===== src/rtl/halfword_serializer.sv =====
// halfword_serializer: narrows 32-bit words into 16-bit beats, lower half first, over valid/ready.
// Define HALFWORD_SERIALIZER_ZERO_SKIP_EN to emit a single beat for words whose upper half is zero.
module halfword_serializer #(
  parameter int CNT_W = 16
) (
  input  logic             clk,
  input  logic             rst,
  input  logic [31:0]      in_word,
  input  logic             in_valid,
  output logic             in_ready,
  output logic [15:0]      out_half,
  output logic             out_valid,
  input  logic             out_ready,
  output logic             out_upper,
  output logic             out_last,
  output logic [CNT_W-1:0] word_count
);

`ifdef HALFWORD_SERIALIZER_ZERO_SKIP_EN
  localparam logic SKIP_EN = 1'b1;
`else
  localparam logic SKIP_EN = 1'b0;
`endif

  typedef enum logic [1:0] {
    IDLE    = 2'd0,
    SEND_LO = 2'd1,
    SEND_HI = 2'd2
  } state_e;

  state_e           state_q, state_d;
  logic [31:0]      word_q, word_d;
  logic [15:0]      half_q, half_d;
  logic             valid_q, valid_d;
  logic             upper_q, upper_d;
  logic             last_q, last_d;
  logic [CNT_W-1:0] count_q, count_d;

  logic             final_hs_s;
  logic             accept_s;
  logic             load_s;
  logic             to_hi_s;
  logic             to_idle_s;

  // A low beat is also the final beat only when skipping is built in and the upper half is zero.
  function automatic logic lo_is_last(input logic [31:0] w);
    return SKIP_EN & (w[31:16] == 16'h0000);
  endfunction

  assign final_hs_s = valid_q & out_ready & last_q;
  // Masked by rst so every output reads 0 while reset is held.
  assign in_ready   = ~rst & ((state_q == IDLE) | final_hs_s);
  assign accept_s   = in_valid & in_ready;

  // Decide which transition the FSM takes this cycle.
  always_comb begin
    load_s    = 1'b0;
    to_hi_s   = 1'b0;
    to_idle_s = 1'b0;
    case (state_q)
      IDLE: begin
        if (accept_s) begin
          load_s = 1'b1;
        end else begin
          load_s = 1'b0;
        end
      end
      SEND_LO: begin
        if (out_ready && last_q) begin
          load_s    = accept_s;
          to_idle_s = ~accept_s;
        end else if (out_ready) begin
          to_hi_s = 1'b1;
        end else begin
          to_hi_s = 1'b0;
        end
      end
      SEND_HI: begin
        if (out_ready) begin
          load_s    = accept_s;
          to_idle_s = ~accept_s;
        end else begin
          to_idle_s = 1'b0;
        end
      end
      default: begin
        to_idle_s = 1'b1;
      end
    endcase
  end

  // Next-state values for the state, held word, registered beat outputs and counter.
  always_comb begin
    state_d = state_q;
    word_d  = word_q;
    half_d  = half_q;
    valid_d = valid_q;
    upper_d = upper_q;
    last_d  = last_q;
    if (final_hs_s) begin
      count_d = count_q + {{(CNT_W-1){1'b0}}, 1'b1};
    end else begin
      count_d = count_q;
    end
    if (load_s) begin
      state_d = SEND_LO;
      word_d  = in_word;
      half_d  = in_word[15:0];
      valid_d = 1'b1;
      upper_d = 1'b0;
      last_d  = lo_is_last(in_word);
    end else if (to_hi_s) begin
      state_d = SEND_HI;
      half_d  = word_q[31:16];
      valid_d = 1'b1;
      upper_d = 1'b1;
      last_d  = 1'b1;
    end else if (to_idle_s) begin
      state_d = IDLE;
      half_d  = 16'h0000;
      valid_d = 1'b0;
      upper_d = 1'b0;
      last_d  = 1'b0;
    end else begin
      state_d = state_q;
    end
  end

  // State and output registers; reset discards any word in flight.
  always_ff @(posedge clk or posedge rst) begin
    if (rst) begin
      state_q <= IDLE;
      word_q  <= 32'h0000_0000;
      half_q  <= 16'h0000;
      valid_q <= 1'b0;
      upper_q <= 1'b0;
      last_q  <= 1'b0;
      count_q <= {CNT_W{1'b0}};
    end else begin
      state_q <= state_d;
      word_q  <= word_d;
      half_q  <= half_d;
      valid_q <= valid_d;
      upper_q <= upper_d;
      last_q  <= last_d;
      count_q <= count_d;
    end
  end

  assign out_half   = half_q;
  assign out_valid  = valid_q;
  assign out_upper  = upper_q;
  assign out_last   = last_q;
  assign word_count = count_q;

endmodule


===== config.mk =====
export PLATFORM = sky130hd
export DESIGN_NAME = halfword_serializer
export DESIGN_NICKNAME = d
export VERILOG_FILES = /design/src/rtl/halfword_serializer.sv
export SDC_FILE = /design/constraint.sdc
export NUM_CORES = 1
export LEC_CHECK = 0
export CORE_MARGIN = 2
export CORE_UTILIZATION = 35
export CTS_CLUSTER_SIZE = 16
export DETAILED_ROUTE_END_ITERATION = 16
export PLACE_DENSITY_LB_ADDON = 0.08
export SLEW_MARGIN = 20
export SYNTH_ARGS = -nofsm -noshare
export SYNTH_HDL_FRONTEND = slang
export SYNTH_SLANG_ARGS = --single-unit

===== constraint.sdc =====
create_clock -name clk -period 4.2 [get_ports clk]
set_input_delay 1.26 -clock clk [delete_from_list [all_inputs] [get_ports clk]]
set_output_delay 1.26 -clock clk [all_outputs]
set_load 0.02 [all_outputs]

==> results of run 1 <==
-- worst paths after layout --
path | slack [ns] | depth (start not counted) | endpoint
min in group asynchronous | 1.53 | 3 | word_count[3]$_DFFE_PP0P_
min | 0.47 | 1 | word_count[15]$_DFFE_PP0P_
max reg2reg | 1.84 | 6 | word_q[21]$_DFFE_PP0P_
max | 0.21 | 5 | in_ready
min reg2reg | 0.47 | 1 | word_count[15]$_DFFE_PP0P_
max in group asynchronous | 2.19 | 3 | state_q[1]$_DFFE_PP0P_
-- stage by stage --
step	setup slack (ns)	total power [uW]	instance area [sq um]	std cells
global route	0.114	2250	3430	385
global placement	0.202	1760	3310	377
floorplan	0.769	1440	2520	218
finish	0.208	2110	3430	385
detailed placement	0.196	1780	3310	377
CTS	0.199	2140	3430	385
-- cell type report --
cell class              instances  share of cell area [%]
clock buffers                   6                    2.41
clock inverters                 2                    1.02
inverters                      23                    2.52
multi-input cells             132                    31.7
flip-flops and latches         51                    37.2
well taps                      96                    3.50
repair buffers                 75                    21.6
-- power by group --
part / switching (uW) / leakage (uW) / internal, uW
Sequential: 111 / 0.000648 / 677
Clock: 167 / 0.0000612 / 193
Combinational: 491 / 0.000898 / 472
Total: 770 / 0.00161 / 1340
-- sequential cells by signal (all words and copies together), names as in the netlist --
name and count:
out_half 16, word_count 16, word_q 16, state_q 2, out_valid 1
-- synthesized netlist by cell type --
cell type / n / share of area [%]
buf_2: 4 / 0.79
xnor2_1: 6 / 2.1
o211a_1: 2 / 0.79
nand4_1: 2 / 0.50
buf_6: 2 / 0.89
ha_1: 5 / 2.5
nand2_1: 9 / 1.3
nand3_1: 5 / 0.99
buf_4: 2 / 0.59
dfrtp_1: 51 / 51
mux2_2: 16 / 7.1
o221ai_2: 1 / 0.59
and3b_2: 1 / 0.40
a221oi_1: 1 / 0.35
or2_2: 2 / 0.50
clkbuf_1: 3 / 0.45
nor2_1: 9 / 1.3
nor3_1: 5 / 0.99
nor3b_1: 2 / 0.59
o31ai_2: 9 / 4.5
xor2_1: 9 / 3.1
o31ai_1: 8 / 2.4
o21ai_0: 1 / 0.20
a211o_1: 1 / 0.35
buf_8: 1 / 0.59
and2_1: 16 / 4.0
and3_1: 2 / 0.50
o211ai_1: 2 / 0.59
o2111ai_1: 1 / 0.35
mux2i_1: 16 / 6.3
inv_1: 23 / 3.4
and4_1: 1 / 0.35
-- critical path, delay by kind of cell --
family        cells  cell delay [ns]
buf+inv           2             1.11
simple gates      3             0.35
-- routing by layer --
layer	routed length [um]	share of wire [%]	global-route usage, %	vias up
met5	0	0	0	-
met4	61	1.2	4.41	0
met3	225	4.5	3.69	6
met2	2370	47	21.6	41
met1	2390	47	18.2	851
li1	-	-	-	880
-- logic make-up after synthesis --
| kind of cell | count (synthesis) | share of synthesized area, % |
|---|---|---|
| adders and majority gates | 5 | 2.48 |
| buffers and inverters | 35 | 6.74 |
| AOI/OAI and AO/OA | 26 | 10.1 |
| DFF | 51 | 50.6 |
| and+or+nand+nor | 54 | 11.5 |
| xor gates and xnor gates | 15 | 5.21 |
| muxes | 32 | 13.5 |
-- placed cells by master (no fill, tap or decap), drive strengths merged, types with 2 or more instances in the layout --
| master | n |
|---|---|
| and2 | 16 |
| and3 | 2 |
| buf | 4 |
| clkbuf | 6 |
| clkdlybuf4s50 | 71 |
| dfrtp | 51 |
| ha | 5 |
| inv | 23 |
| mux2 | 16 |
| mux2i | 16 |
| nand2 | 9 |
| nand3 | 5 |
| nand4 | 2 |
| nor2 | 9 |
| nor3 | 5 |
| nor3b | 2 |
| o211a | 2 |
| o211ai | 2 |
| o31ai | 17 |
| or2 | 2 |
| xnor2 | 6 |
| xor2 | 9 |
==> flow_summary.toml, run 1 <==
[cts]
hold_buffers = 0
cts.htree.levels = 2
insertion_delay_ns = 0.30
cts.sinks = 51
post_cts_buffers = 0
cts_resized = 0
path_clk_slew_ns = 0.10
cts_root_buf = "clkbuf_8"
cts_tree = "done"
cts_made_buffers = 5
clockBufferDepth = 2

[routing]
drtIter0Drc = 39
viasPerCell = 4.62
drc = 0
wl_per_cell_um = 13.1
drt-total-wl_um = 5050
ant_nets = 0
drtPass1Iterations = 4
dr_total_vias = 1778

[critical_path]
cp.required_ns = 2.94
startpoint = "out_ready"
criticalPathCategory = "input pin to primary output"
start_kind = "input pin"
end_kind = "primary output"
cpMaxStageDelayCell = "clkdlybuf4s50_1"
cp_slowest_stage_delay_ns = 0.60
crit_fanout = 4
r2r-start = "state_q[1]$_DFFE_PP0P_"
crit_arrival_ns = 2.73
crit_chain = "clkdlybuf4s50_1 -> and3_1 -> nor2_1 -> nor2_1 -> clkdlybuf4s50_1"

[placed_design]
hpwl_um = 3400
gp_congestion = 0.770
io_buffers = 71

[grt]
grt_pass1_wl_um = 8310
globalRouteTotalUtil_pct = 13.7
grt_pass1_vias = 1710
antenna_found_initial = 0
grt_start_max_net_pins = 53
grt.overflow.total = 0

[worst_hold_path]
hold_class = "flip-flop to flip-flop"
hold_start = "word_count[15]$_DFFE_PP0P_"

[die]
core.rowCount = 30
ios = 72
die_w_um = 88.9
die_y_um = 88.9
die_area_sq_mm = 0.00791
start_util_pct = 36.7
core_sq_mm = 0.00687

[synthesis]
synth-seq-area-share_pct = 50.6
synth_area_sq_mm = 0.00252
ys_ff_latch = 51
ys.warnings.count = 0
yosysUniqueCellTypes = 32
syn_nets = 259
synthCells = 218
syn-mean-instance-area_sq_um = 11.6

[finish]
multiInputGateArea_sq_mm = 0.00109
regArea_sq_mm = 0.00128
fin_nets = 329
final_core_util_pct = 49.9
fillers = 642
area_delta_synth_final_pct = 35.9
layout-drive-gt1-share_pct = 14.5
n_antenna_cell = 0

[timing]
drv_slew = 0
finalCritPeriodShare_pct = 95.1
finClkSkew_ns = 0.00510
setup_tns_ns = 0
worst_pin_slew_ns = 0.703
rsz0062_at_grt = "no"
fin_hold_ws_ns = 0.469
period_needed_ns = 3.99
setup_viol = 0
relSlewSlack_pct = 53.1
final-hold-violation-count = 0
max_freq_mhz = 250

[pwr]
p_per_area_mw_per_mm2 = 616
vdd_drop_max_mv = 0.296
p_leak_uw = 0.00161

[flow_run]
cap_violations = 0

[run_status]
status = "finished, final reports clean"
(Power assumes the default switching activity.)
==> run 2, diff against run 1 <==
clock period = 3.2 ns   (was 4.2 ns; I/O delays follow)
==> run 2 against run 1 <==
  * Worst setup slack got worse by 0.075 ns
  * Count of clock-buffer cells in the layout fell by 1
  * Clock power rose by 25%
  * Global-route usage rose by 0.40 points
  * Total power rose by 33%
  * Cell area rose by 1.5%
  * Critical path type unchanged
  * Largest power group unchanged
==> flow_summary.toml, run 2 (synthesis gave the netlist of run 1 again) <==
[run_status]
status = "finished, final reports clean"

[finish]
n_antenna_cell = 0
area_delta_synth_final_pct = 37.9
layout_commonest_cell = "clkdlybuf4s50_1"
fin_nets = 334
layout_common_cells = "70 x clkdlybuf4s50_1, 51 x dfrtp_1, 22 x inv_1"
fillers = 649
layout-drive-gt1-share_pct = 15.7
stdcell_area_sq_mm = 0.00348

[critical_path]
start_kind = "input pin"
worstSetupEndpoint = "in_ready"
crit_arrival_ns = 2.11
end_kind = "primary output"
ff2ff_setup_slack_ns = 1.15
crit_fanout = 2
cp.required_ns = 2.24
r2r-start = "state_q[1]$_DFFE_PP0P_"
worstReg2RegEnd = "word_q[26]$_DFFE_PP0P_"
reg2reg_depth = 7
criticalPathCategory = "input pin to primary output"
startpoint = "out_ready"

[die]
die_w_um = 88.9
ios = 72
start_util_pct = 36.7
die_area_sq_mm = 0.00791
core.rowCount = 30
die_y_um = 88.9
core_sq_mm = 0.00687

[pwr]
p_switching_uw = 1010
p_int_uw = 1790
total_power_uw = 2800
pwr-share-comb_pct = 47.6
netSwitchingFraction_pct = 36.2
p_leak_uw = 0.00163
vdd_drop_max_mv = 0.377
p_per_area_mw_per_mm2 = 805
seqPwrFrac_pct = 36.3
clkPwrFrac_pct = 16.1

[cts]
cts.htree.levels = 2
path_clk_slew_ns = 0.10
cts_resized = 1
post_cts_buffers = 0
cts_root_buf = "clkbuf_8"
cts.sinks = 51
insertion_delay_ns = 0.31
cts_made_buffers = 5
hold_buffers = 0
clockBufferDepth = 2
cts_tree = "done"

[routing]
wl_per_cell_um = 13.0
drc = 0
viasPerCell = 4.60
drtPass1Iterations = 4
ant_nets = 0
drt-total-wl_um = 5040
dr_total_vias = 1788
drtIter0Drc = 35

[grt]
grt_start_max_net_pins = 35
grt.overflow.total = 0
grt_pass1_vias = 1829
antenna_found_initial = 0
globalRouteTotalUtil_pct = 14.1
grt_pass1_wl_um = 8550

[placed_design]
hpwl_um = 3520
io_buffers = 71
place_area_sq_mm = 0.00337
gp_congestion = 0.737

[timing]
final-hold-violation-count = 0
fin_hold_ws_ns = 0.469
period_needed_ns = 3.07
setup_viol = 0
worst_pin_slew_ns = 0.634
relSlewSlack_pct = 57.8
finClkSkew_ns = 0.0118
setup_tns_ns = 0
max_freq_mhz = 326
finalCritPeriodShare_pct = 95.8
rsz0062_at_grt = "no"
drv_slew = 0

[worst_hold_path]
hold_start = "word_count[15]$_DFFE_PP0P_"
hold_class = "flip-flop to flip-flop"

[flow_run]
cap_violations = 0
[run 2: how the worst min path moves through the flow]
stage                                             to  cells past startpoint
after floorplan               word_q[22]$_DFFE_PP0P_                      1
after global placement    word_count[15]$_DFFE_PP0P_                      1
after detailed placement  word_count[15]$_DFFE_PP0P_                      1
after CTS                 word_count[15]$_DFFE_PP0P_                      1
after global routing      word_count[15]$_DFFE_PP0P_                      1
final                     word_count[15]$_DFFE_PP0P_                      1
[run 2: final cells by class]
| class | instances | area (sq um) | area share [%] |
|---|---|---|---|
| clock inverter | 2 | 37.5 | 1.08 |
| multi-input combinational | 132 | 1090 | 31.3 |
| inverter | 23 | 86.3 | 2.48 |
| sequential | 51 | 1280 | 36.7 |
| timing repair buffer | 80 | 802 | 23.0 |
| tap | 96 | 120 | 3.45 |
| clock buffer | 5 | 68.8 | 1.98 |
[run 2: worst max-delay path, stage by stage]
cell and delay, ns:
clkdlybuf4s50_1 0.47, and3_1 0.18, nor2_1 0.06, nor2_1 0.10, dlygate4sd2_1 0.34
[run 2: routing by layer]
metal,wire length [um],vias up,track usage [%]
met2,2470,41,24.2
met4,69,0,4.96
met3,240,7,3.32
met5,0,-,0
met1,2260,854,17.3
li1,-,886,-
[run 2: power groups by stage]
stage | clock network [uW] | logic, uW | registers, uW
6_report | 450 | 1330 | 1020
5_1_grt | 488 | 1460 | 1050
4_1_cts | 467 | 1360 | 1020
3_5_place_dp | 0 | 1360 | 1030
3_3_place_gp | 0 | 1340 | 1030
2_1_floorplan | 0 | 710 | 1180
[run 2: stage by stage]
stage / instances / setup slack, ns / util (%)
detailed placement: 382 / -0.161 / 49.1
finish: 389 / 0.133 / 50.7
global route: 389 / 0.0337 / 50.7
floorplan: 218 / 0.0690 / -
global placement: 382 / -0.152 / 49.1
CTS: 389 / 0.115 / 50.7
